--- src/rtl/quad_counter_if.sv ---
// Signal bundle between the quadrature decoder/host side and quad_counter.
// master drives the decoder and host controls; slave is the counter.
interface quad_counter_if #(
    parameter int CNT_WIDTH = 16,
    parameter int VEL_WIDTH = 16
);
    logic                 enc_out;
    logic                 enc_dir;
    logic                 clear;
    logic                 latch_req;
    logic [CNT_WIDTH-1:0] count;
    logic [CNT_WIDTH-1:0] count_latched;
    logic                 latch_valid;
    logic [VEL_WIDTH-1:0] velocity;
    logic                 vel_valid;

    modport master (
        output enc_out, enc_dir, clear, latch_req,
        input  count, count_latched, latch_valid, velocity, vel_valid
    );

    modport slave (
        input  enc_out, enc_dir, clear, latch_req,
        output count, count_latched, latch_valid, velocity, vel_valid
    );
endinterface

--- src/rtl/quad_counter.sv ---
// Signed position counter with host snapshot for a 4X quadrature pulse stream.
// Define QUAD_VELOCITY_EN to add the windowed, saturating velocity measurement.
module quad_counter #(
    parameter int CNT_WIDTH  = 16,
    parameter int VEL_PERIOD = 50000,
    parameter int VEL_WIDTH  = 16
) (
    input logic           clk,
    input logic           reset,
    quad_counter_if.slave bus
);
    localparam logic [CNT_WIDTH-1:0] CntOne = 1;

    logic                 enc_prev;
    logic                 step;
    logic [CNT_WIDTH-1:0] count_q;
    logic [CNT_WIDTH-1:0] count_d;
    logic [CNT_WIDTH-1:0] latched_q;
    logic                 latch_valid_q;

    assign step = (bus.enc_out != enc_prev);

    always_comb begin
        count_d = count_q;
        if (bus.clear) begin
            count_d = '0;
        end else if (step) begin
            count_d = bus.enc_dir ? (count_q - CntOne) : (count_q + CntOne);
        end
    end

    // enc_prev tracks even under clear so a dropped edge is never counted later.
    always_ff @(posedge clk) begin
        if (reset) begin
            enc_prev      <= 1'b0;
            count_q       <= '0;
            latched_q     <= '0;
            latch_valid_q <= 1'b0;
        end else begin
            enc_prev      <= bus.enc_out;
            count_q       <= count_d;
            latch_valid_q <= bus.latch_req;
            if (bus.latch_req) begin
                latched_q <= count_q;
            end
        end
    end

    assign bus.count         = count_q;
    assign bus.count_latched = latched_q;
    assign bus.latch_valid   = latch_valid_q;

`ifdef QUAD_VELOCITY_EN
    localparam int TW = $clog2(VEL_PERIOD);
    localparam logic [TW-1:0]      TimerOne  = 1;
    localparam logic [TW-1:0]      TimerLast = TW'(VEL_PERIOD - 1);
    localparam logic [VEL_WIDTH:0] VelOne    = 1;

    logic [TW-1:0]        timer_q;
    logic [VEL_WIDTH-1:0] acc_q;
    logic [VEL_WIDTH-1:0] vel_q;
    logic                 vel_valid_q;
    logic [VEL_WIDTH:0]   delta;
    logic [VEL_WIDTH:0]   acc_sum;
    logic [VEL_WIDTH-1:0] acc_sat;
    logic                 terminal;

    assign terminal = (timer_q == TimerLast);

    // One guard bit above acc; disagreement of the top two bits flags overflow.
    always_comb begin
        delta = '0;
        if (step) begin
            delta = bus.enc_dir ? '1 : VelOne;
        end
        acc_sum = {acc_q[VEL_WIDTH-1], acc_q} + delta;
        if (acc_sum[VEL_WIDTH] != acc_sum[VEL_WIDTH-1]) begin
            acc_sat = acc_sum[VEL_WIDTH] ? {1'b1, {(VEL_WIDTH-1){1'b0}}}
                                         : {1'b0, {(VEL_WIDTH-1){1'b1}}};
        end else begin
            acc_sat = acc_sum[VEL_WIDTH-1:0];
        end
    end

    always_ff @(posedge clk) begin
        if (reset) begin
            timer_q     <= '0;
            acc_q       <= '0;
            vel_q       <= '0;
            vel_valid_q <= 1'b0;
        end else if (bus.clear) begin
            timer_q     <= '0;
            acc_q       <= '0;
            vel_valid_q <= 1'b0;
        end else if (terminal) begin
            timer_q     <= '0;
            acc_q       <= '0;
            vel_q       <= acc_sat;
            vel_valid_q <= 1'b1;
        end else begin
            timer_q     <= timer_q + TimerOne;
            acc_q       <= acc_sat;
            vel_valid_q <= 1'b0;
        end
    end

    assign bus.velocity  = vel_q;
    assign bus.vel_valid = vel_valid_q;
`else
    logic unused_vel_cfg;
    assign unused_vel_cfg = ((VEL_PERIOD + VEL_WIDTH) > 0);

    assign bus.velocity  = '0;
    assign bus.vel_valid = 1'b0;
`endif
endmodule

--- src/flat_wrapper.sv ---
// flat-port wrapper written by rule: the top's interface ports become plain ports
module quad_counter_flat 
#(
    parameter int CNT_WIDTH  = 16,
    parameter int VEL_PERIOD = 50000,
    parameter int VEL_WIDTH  = 16
)
  (clk, reset, bus_enc_out, bus_enc_dir, bus_clear, bus_latch_req, bus_count, bus_count_latched, bus_latch_valid, bus_velocity, bus_vel_valid);
  quad_counter_if #(.CNT_WIDTH(CNT_WIDTH), .VEL_WIDTH(VEL_WIDTH)) bus_i ();
  input logic clk;
  input logic reset;
  input wire logic [$bits(bus_i.enc_out)-1:0] bus_enc_out;
  input wire logic [$bits(bus_i.enc_dir)-1:0] bus_enc_dir;
  input wire logic [$bits(bus_i.clear)-1:0] bus_clear;
  input wire logic [$bits(bus_i.latch_req)-1:0] bus_latch_req;
  output wire logic [$bits(bus_i.count)-1:0] bus_count;
  output wire logic [$bits(bus_i.count_latched)-1:0] bus_count_latched;
  output wire logic [$bits(bus_i.latch_valid)-1:0] bus_latch_valid;
  output wire logic [$bits(bus_i.velocity)-1:0] bus_velocity;
  output wire logic [$bits(bus_i.vel_valid)-1:0] bus_vel_valid;
  assign bus_i.enc_out = bus_enc_out;
  assign bus_i.enc_dir = bus_enc_dir;
  assign bus_i.clear = bus_clear;
  assign bus_i.latch_req = bus_latch_req;
  assign bus_count = bus_i.count;
  assign bus_count_latched = bus_i.count_latched;
  assign bus_latch_valid = bus_i.latch_valid;
  assign bus_velocity = bus_i.velocity;
  assign bus_vel_valid = bus_i.vel_valid;
  quad_counter #(.CNT_WIDTH(CNT_WIDTH), .VEL_PERIOD(VEL_PERIOD), .VEL_WIDTH(VEL_WIDTH)) u_core (.clk(clk), .reset(reset), .bus(bus_i));
endmodule
--- config.mk ---
export PLATFORM = sky130hd
export DESIGN_NAME = quad_counter_flat
export DESIGN_NICKNAME = d
export VERILOG_FILES = /design/src/rtl/quad_counter_if.sv /design/src/rtl/quad_counter.sv /design/src/flat_wrapper.sv
export SDC_FILE = /design/constraint.sdc
export NUM_CORES = 1
export LEC_CHECK = 0
export CORE_UTILIZATION = 52
export DETAILED_ROUTE_END_ITERATION = 7
export PLACE_DENSITY = 0.86
export SYNTH_ARGS = -nofsm -noshare
export SYNTH_HDL_FRONTEND = slang
export SYNTH_SLANG_ARGS = --single-unit
--- constraint.sdc ---
create_clock -name clk -period 2.95 [get_ports clk]
set_clock_uncertainty 0.1 [all_clocks]
set_input_delay 0.59 -clock clk [delete_from_list [all_inputs] [get_ports clk]]
set_output_delay 0.59 -clock clk [all_outputs]
set_load 0.02 [all_outputs]
==> results.toml <==
[worst_setup_path]
critPathArrivalTime_ns = 2.84
critPathKind = "primary input to flip-flop"
cpMostUsedCell = "mux2i_1"
crit_path_start = "bus_enc_dir"
path_buf_inv = 2
critPathMaxStageDelay_ns = 0.54
required_ns = 3.08
cpLargestDelayFamily = "buffers and inverters"
cp_max_fo = 14
startpoint_type = "primary input"
r2r_start = "u_core.bus.count[0]"
crit_slowest_cell = "clkdlybuf4s50_1"
cp-end-kind = "flip-flop"
crit_chain = "clkdlybuf4s50_1 > buf_4 > ha_1 > a21oi_1 > nor2b_2 > o21bai_2 > a31oi_2 > mux2i_1 > mux2i_1"

[power_and_ir_drop]
p_int_mw = 0.7740
fin_total_pwr_mw = 1.145
seqPwrFrac = 0.436
p_clk_frac = 0.302
leakage_nw = 1.142
net-switching-power_mw = 0.3714
powerDensity_nw_per_um2 = 447.7
p_sw_frac = 0.3243
ir_drop_mv = 0.3894
comb_power_share = 0.262

[floorplanning]
start_util = 0.5492
chipWidth_um = 64.42
io_pins = 56
die_area_um2 = 4149
num_rows = 22
fp.dieH_um = 64.42
core-area_um2 = 3689

[layout]
layout.nets = 307
fill_cells = 300
mostFrequentLayoutCell = "clkdlybuf4s50_1"
layout_common_cells = "38 x clkdlybuf4s50_1, 34 x dfxtp_1, 27 x nand2_1"
n_antenna_cell = 0
syn2layout_area_growth_pct = 26.31
fin_area_um2 = 2559
drive_gt1_frac = 0.1115

[sta]
setup_viol = 0
rsz0062_at_grt = "no"
final.setup.tns_ns = 0
finalMaxSlewViolations = 0
period_minus_slack_ns = 2.710
finalHoldViolCount = 0
max_freq_ghz = 0.3690
fin_crit_sh = 0.9187
fin_ws_ns = 0.2399

[grt]
grt_max_degree = 21
grt_pass1_vias = 1580
grt_use_total = 0.2344
antenna_found_initial = 0
grt.overflow.total = 0
grt_pass1_wl_um = 7320

[placement]
place_ws_ns = -0.04972
dp_hpwl_um = 3293
io_buffers = 38
placed_area_um2 = 2472
globalplace.congestion = 0.8662

[detailed_routing]
drc_errors = 0
vias = 1775
drtAntennaViolNets = 0
routed_wl_um = 4581
drt_iter0_markers = 77
vias_per_cell = 5.299
drtPass1Iterations = 4
wl_per_cell_um = 13.67

[synthesis]
ys_types = 43
yosys.area.top_type = "dfxtp_1"
syn_area_um2 = 2026
synth_top_area_frac = 0.3360
avgSynthCellArea_um2 = 8.583
netlist_instances = 236
ys_warn_count = 0
synth_seq_area_share = 0.3360
synthFlopType = "dfxtp_1"
synth-seq-cells = 34
synth_edf_count = 0
async_flop_share = 0
ys_top_cells_by_area = "dfxtp_1 34%, mux2i_1 8.9%, ha_1 8.6%"

[clocking]
cts_root_buf = "clkbuf_8"
clock_latency_ns = 0.30
clk_pin_slew_worst_paths_ns = 0.07
cts_hold_buf = 0
cts_buffers = 5
cts_resized = 0
clk_path_buf_depth = 2
postCtsSetupRepairBufs = 0
cts_sinks = 34
htreeDepth = 2
tritoncts = "built"

[worst_hold_path]
min_path_type = "flip-flop to flip-flop"
hp-start = "u_core.bus.count[6]"

[outcome]
outcome = "finished clean"

[flow_run]
maxCapViolCount = 0
-- logic make-up (layout without fill, tap and decap cells) --
kind of cell / after synthesis / in the layout / share of synthesized area
XOR/XNOR: 12 / 12 / 0.05188
flip-flops: 34 / 34 / 0.3360
adder cells (fa/ha/maj): 15 / 15 / 0.09636
buffers and inverters: 29 / 64 / 0.08771
multiplexers: 18 / 18 / 0.08894
AND/OR/NAND/NOR: 80 / 80 / 0.1847
AO/OA/AOI/OAI: 47 / 47 / 0.1526
other: 1 / 17 / 0.001851
-- per-layer routing --
layer	wire length, um	global-route usage
met5	0	0
met2	2171	0.3947
met1	2055	0.2798
met3	250	0.05282
met4	104	0.1139
-- worst paths after layout --
path	endpoint	slack [ns]	cells past startpoint
max	u_core.bus.count[15]	0.24	9
min	u_core.bus.count[6]	0.39	2
max reg2reg	u_core.bus.count[10]	0.76	9
min reg2reg	u_core.bus.count[6]	0.39	2
-- state kept, by name (all words and copies together) (netlist names) --
signal	cells
u_core.bus.latch_valid	1
u_core.bus.count	16
u_core.enc_prev	1
u_core.bus.count_latched	16
-- power by group through the flow --
stage	registers [mW]	clock network, mW	logic (mW)
2_1_floorplan	0.529	0	0.192
3_3_place_gp	0.510	0	0.291
3_5_place_dp	0.510	0	0.298
4_1_cts	0.500	0.353	0.300
5_1_grt	0.503	0.381	0.327
6_report	0.500	0.346	0.300
-- area by class of cell --
type | count | area [um2] | area share
clock inverter | 2 | 13.76 | 0.005379
timing repair buffer | 53 | 493.0 | 0.1927
tap | 48 | 60.06 | 0.02347
multi-input combinational | 189 | 1227 | 0.4797
sequential | 34 | 680.7 | 0.2660
clock buffer | 6 | 72.57 | 0.02836
inverter | 3 | 11.26 | 0.004401
-- synth_stat cells, types with 2 or more instances --
| master | n |
|---|---|
| a211oi_1 | 2 |
| a21o_1 | 3 |
| a21oi_1 | 19 |
| a21oi_2 | 3 |
| a31oi_1 | 2 |
| and3_1 | 6 |
| buf_2 | 4 |
| buf_4 | 17 |
| clkbuf_1 | 5 |
| dfxtp_1 | 34 |
| ha_1 | 14 |
| inv_1 | 3 |
| mux2i_1 | 18 |
| nand2_1 | 27 |
| nand3_1 | 6 |
| nand4_1 | 2 |
| nor2_1 | 25 |
| nor2b_1 | 3 |
| o21ai_0 | 5 |
| o21ai_1 | 3 |
| or3_1 | 2 |
| or4_1 | 2 |
| xnor2_1 | 6 |
| xor2_1 | 6 |
-- tightest hold or removal path, cell delays in order, from the launching register on --
cell     delay, ns
dfxtp_1       0.34
nand2_1       0.06
a21oi_1       0.05
-- through the flow --
step / utilization / hold WS (ns) / cells
floorplan: - / 0.4503 / 252
global placement: 0.6703 / 0.3739 / 327
detailed placement: 0.6703 / 0.3836 / 327
CTS: 0.6937 / 0.3971 / 335
global route: 0.6937 / 0.4181 / 335
finish: 0.6937 / 0.3918 / 335
(Power assumes the default switching activity.)
==> RTL change: new RTL, config.mk and constraints unchanged <==
`CNT_WIDTH` is set to 16 in 3 places; all go to 32.
--- a/src/rtl/quad_counter_if.sv
+++ b/src/rtl/quad_counter_if.sv
@@ -1,7 +1,7 @@
 // Signal bundle between the quadrature decoder/host side and quad_counter.
 // master drives the decoder and host controls; slave is the counter.
 interface quad_counter_if #(
-    parameter int CNT_WIDTH = 16,
+    parameter int CNT_WIDTH = 32,
     parameter int VEL_WIDTH = 16
 );
     logic                 enc_out;
--- a/src/rtl/quad_counter.sv
+++ b/src/rtl/quad_counter.sv
@@ -1,7 +1,7 @@
 // Signed position counter with host snapshot for a 4X quadrature pulse stream.
 // Define QUAD_VELOCITY_EN to add the windowed, saturating velocity measurement.
 module quad_counter #(
-    parameter int CNT_WIDTH  = 16,
+    parameter int CNT_WIDTH  = 32,
     parameter int VEL_PERIOD = 50000,
     parameter int VEL_WIDTH  = 16
 ) (
--- a/src/flat_wrapper.sv
+++ b/src/flat_wrapper.sv
@@ -1,7 +1,7 @@
 // flat-port wrapper written by rule: the top's interface ports become plain ports
 module quad_counter_flat 
 #(
-    parameter int CNT_WIDTH  = 16,
+    parameter int CNT_WIDTH  = 32,
     parameter int VEL_PERIOD = 50000,
     parameter int VEL_WIDTH  = 16
 )
Ports: changed (resized bus_count and bus_count_latched); port bits go from 56 to 88. The function was not compared with the original's and may differ.
==> RTL change against the original RTL <==
- design area is 130% higher
- routed wire length grew to 2.7 times the old value
- count of clock-buffer cells in the layout is 5 higher
- synthesized cell count is 110% higher
- cell count is 120% higher
- synthesized area is 110% higher
- register-to-register slack worse by 0.50 ns
- non-clock buffer count is 108 higher
- via count is 140% higher
- sequential cell count is 32 higher
- setup slack worse by 0.19 ns
- power is 120% higher
- largest power group unchanged
- highest routed layer unchanged
==> RTL change: results (changes against the original RTL) <==
first_pass_iters: 5  # was 4
synth_cell_types: 55  # was 43
r2r_slack_ns: 0.26  # was 0.76 ns
drt-met1-wl_um: 4950  # was 2055 um
total_leakage_power_uw: 0.002671  # was 0.001142 uW
synth_common_cells: "66 x dfxtp_1, 63 x nand2_1, 54 x nor2_1"  # was 34 x dfxtp_1, 27 x nand2_1, 25 x nor2_1
synthTopCellsByArea: "dfxtp_1 32%, ha_1 9.0%, mux2i_1 8.7%"  # was dfxtp_1 34%, mux2i_1 8.9%, ha_1 8.6%
cts_buffers: 9  # was 5
gp_congestion: 0.8895  # was 0.8662
drtIter0Drc: 278  # was 77
final_util: 0.7529  # was 0.6937
synth_xor_area_frac: 0.05477  # was 0.05188
synth_mux_area_frac: 0.08667  # was 0.08894
grt_pass1_wl_um: 19300  # was 7320 um
dpl.hpwl_um: 8050  # was 3293 um
status: "finished clean"  # unchanged
grt_max_degree: 37  # was 21
viasPerCell: 5.656  # was 5.299
worst_path_largest_cell_delay_ns: 0.31  # was 0.54 ns
postCtsSetupBuffers: 4  # was 0
syn_avg_cell_area_um2: 8.332  # was 8.583 um2
met2_length_um: 6018  # was 2171 um
grt_usage: 0.2891  # was 0.2344
synth-adder-area-share: 0.09509  # was 0.09636
min_from: "u_core.bus.count[23]$_SDFFE_PP0P_"  # was u_core.bus.count[6]$_SDFFE_PP0P_
finalNonFillerCells: 749  # was 335
whs_ns: 0.3923  # was 0.3918 ns
endpoint: "u_core.bus.count[31]$_SDFFE_PP0P_"  # was u_core.bus.count[15]$_SDFFE_PP0P_
fill_cells: 497  # was 300
placed_cell_area_um2: 5436  # was 2472 um2
post_cts_resized: 10  # was 0
use_met1: 0.3351  # was 0.2798
wl_per_cell_um: 16.34  # was 13.67 um
-- RTL change: changes by cell type after synthesis, moves of 16 or more --
cell / unedited run / this run
a21o_1: 3 / 19
a21oi_1: 19 / 46
dfxtp_1: 34 / 66
ha_1: 14 / 30
mux2i_1: 18 / 36
nand2_1: 27 / 63
nor2_1: 25 / 54
-- RTL change: worst max-delay path: cells and delay by family --
kind | cells | cell delay [ns]
simple gates | 2 | 0.27
buf+inv | 3 | 0.57
compound gates | 5 | 0.90
fa+ha+maj | 1 | 0.31
mux | 2 | 0.46
-- RTL change: report_power, final --
group          total (uW)  internal [uW]  switching [uW]
combinational         766            349             417
sequential            965            929            36.5
clock                 768            410             357
-- RTL change: final cells by class --
type | count | share of cell area
clock buffers | 11 | 0.02430
clock inverters | 5 | 0.009247
well taps | 102 | 0.02194
repair buffers | 161 | 0.2458
flip-flops and latches | 66 | 0.2271
inverters | 10 | 0.006452
multi-input cells | 394 | 0.4652
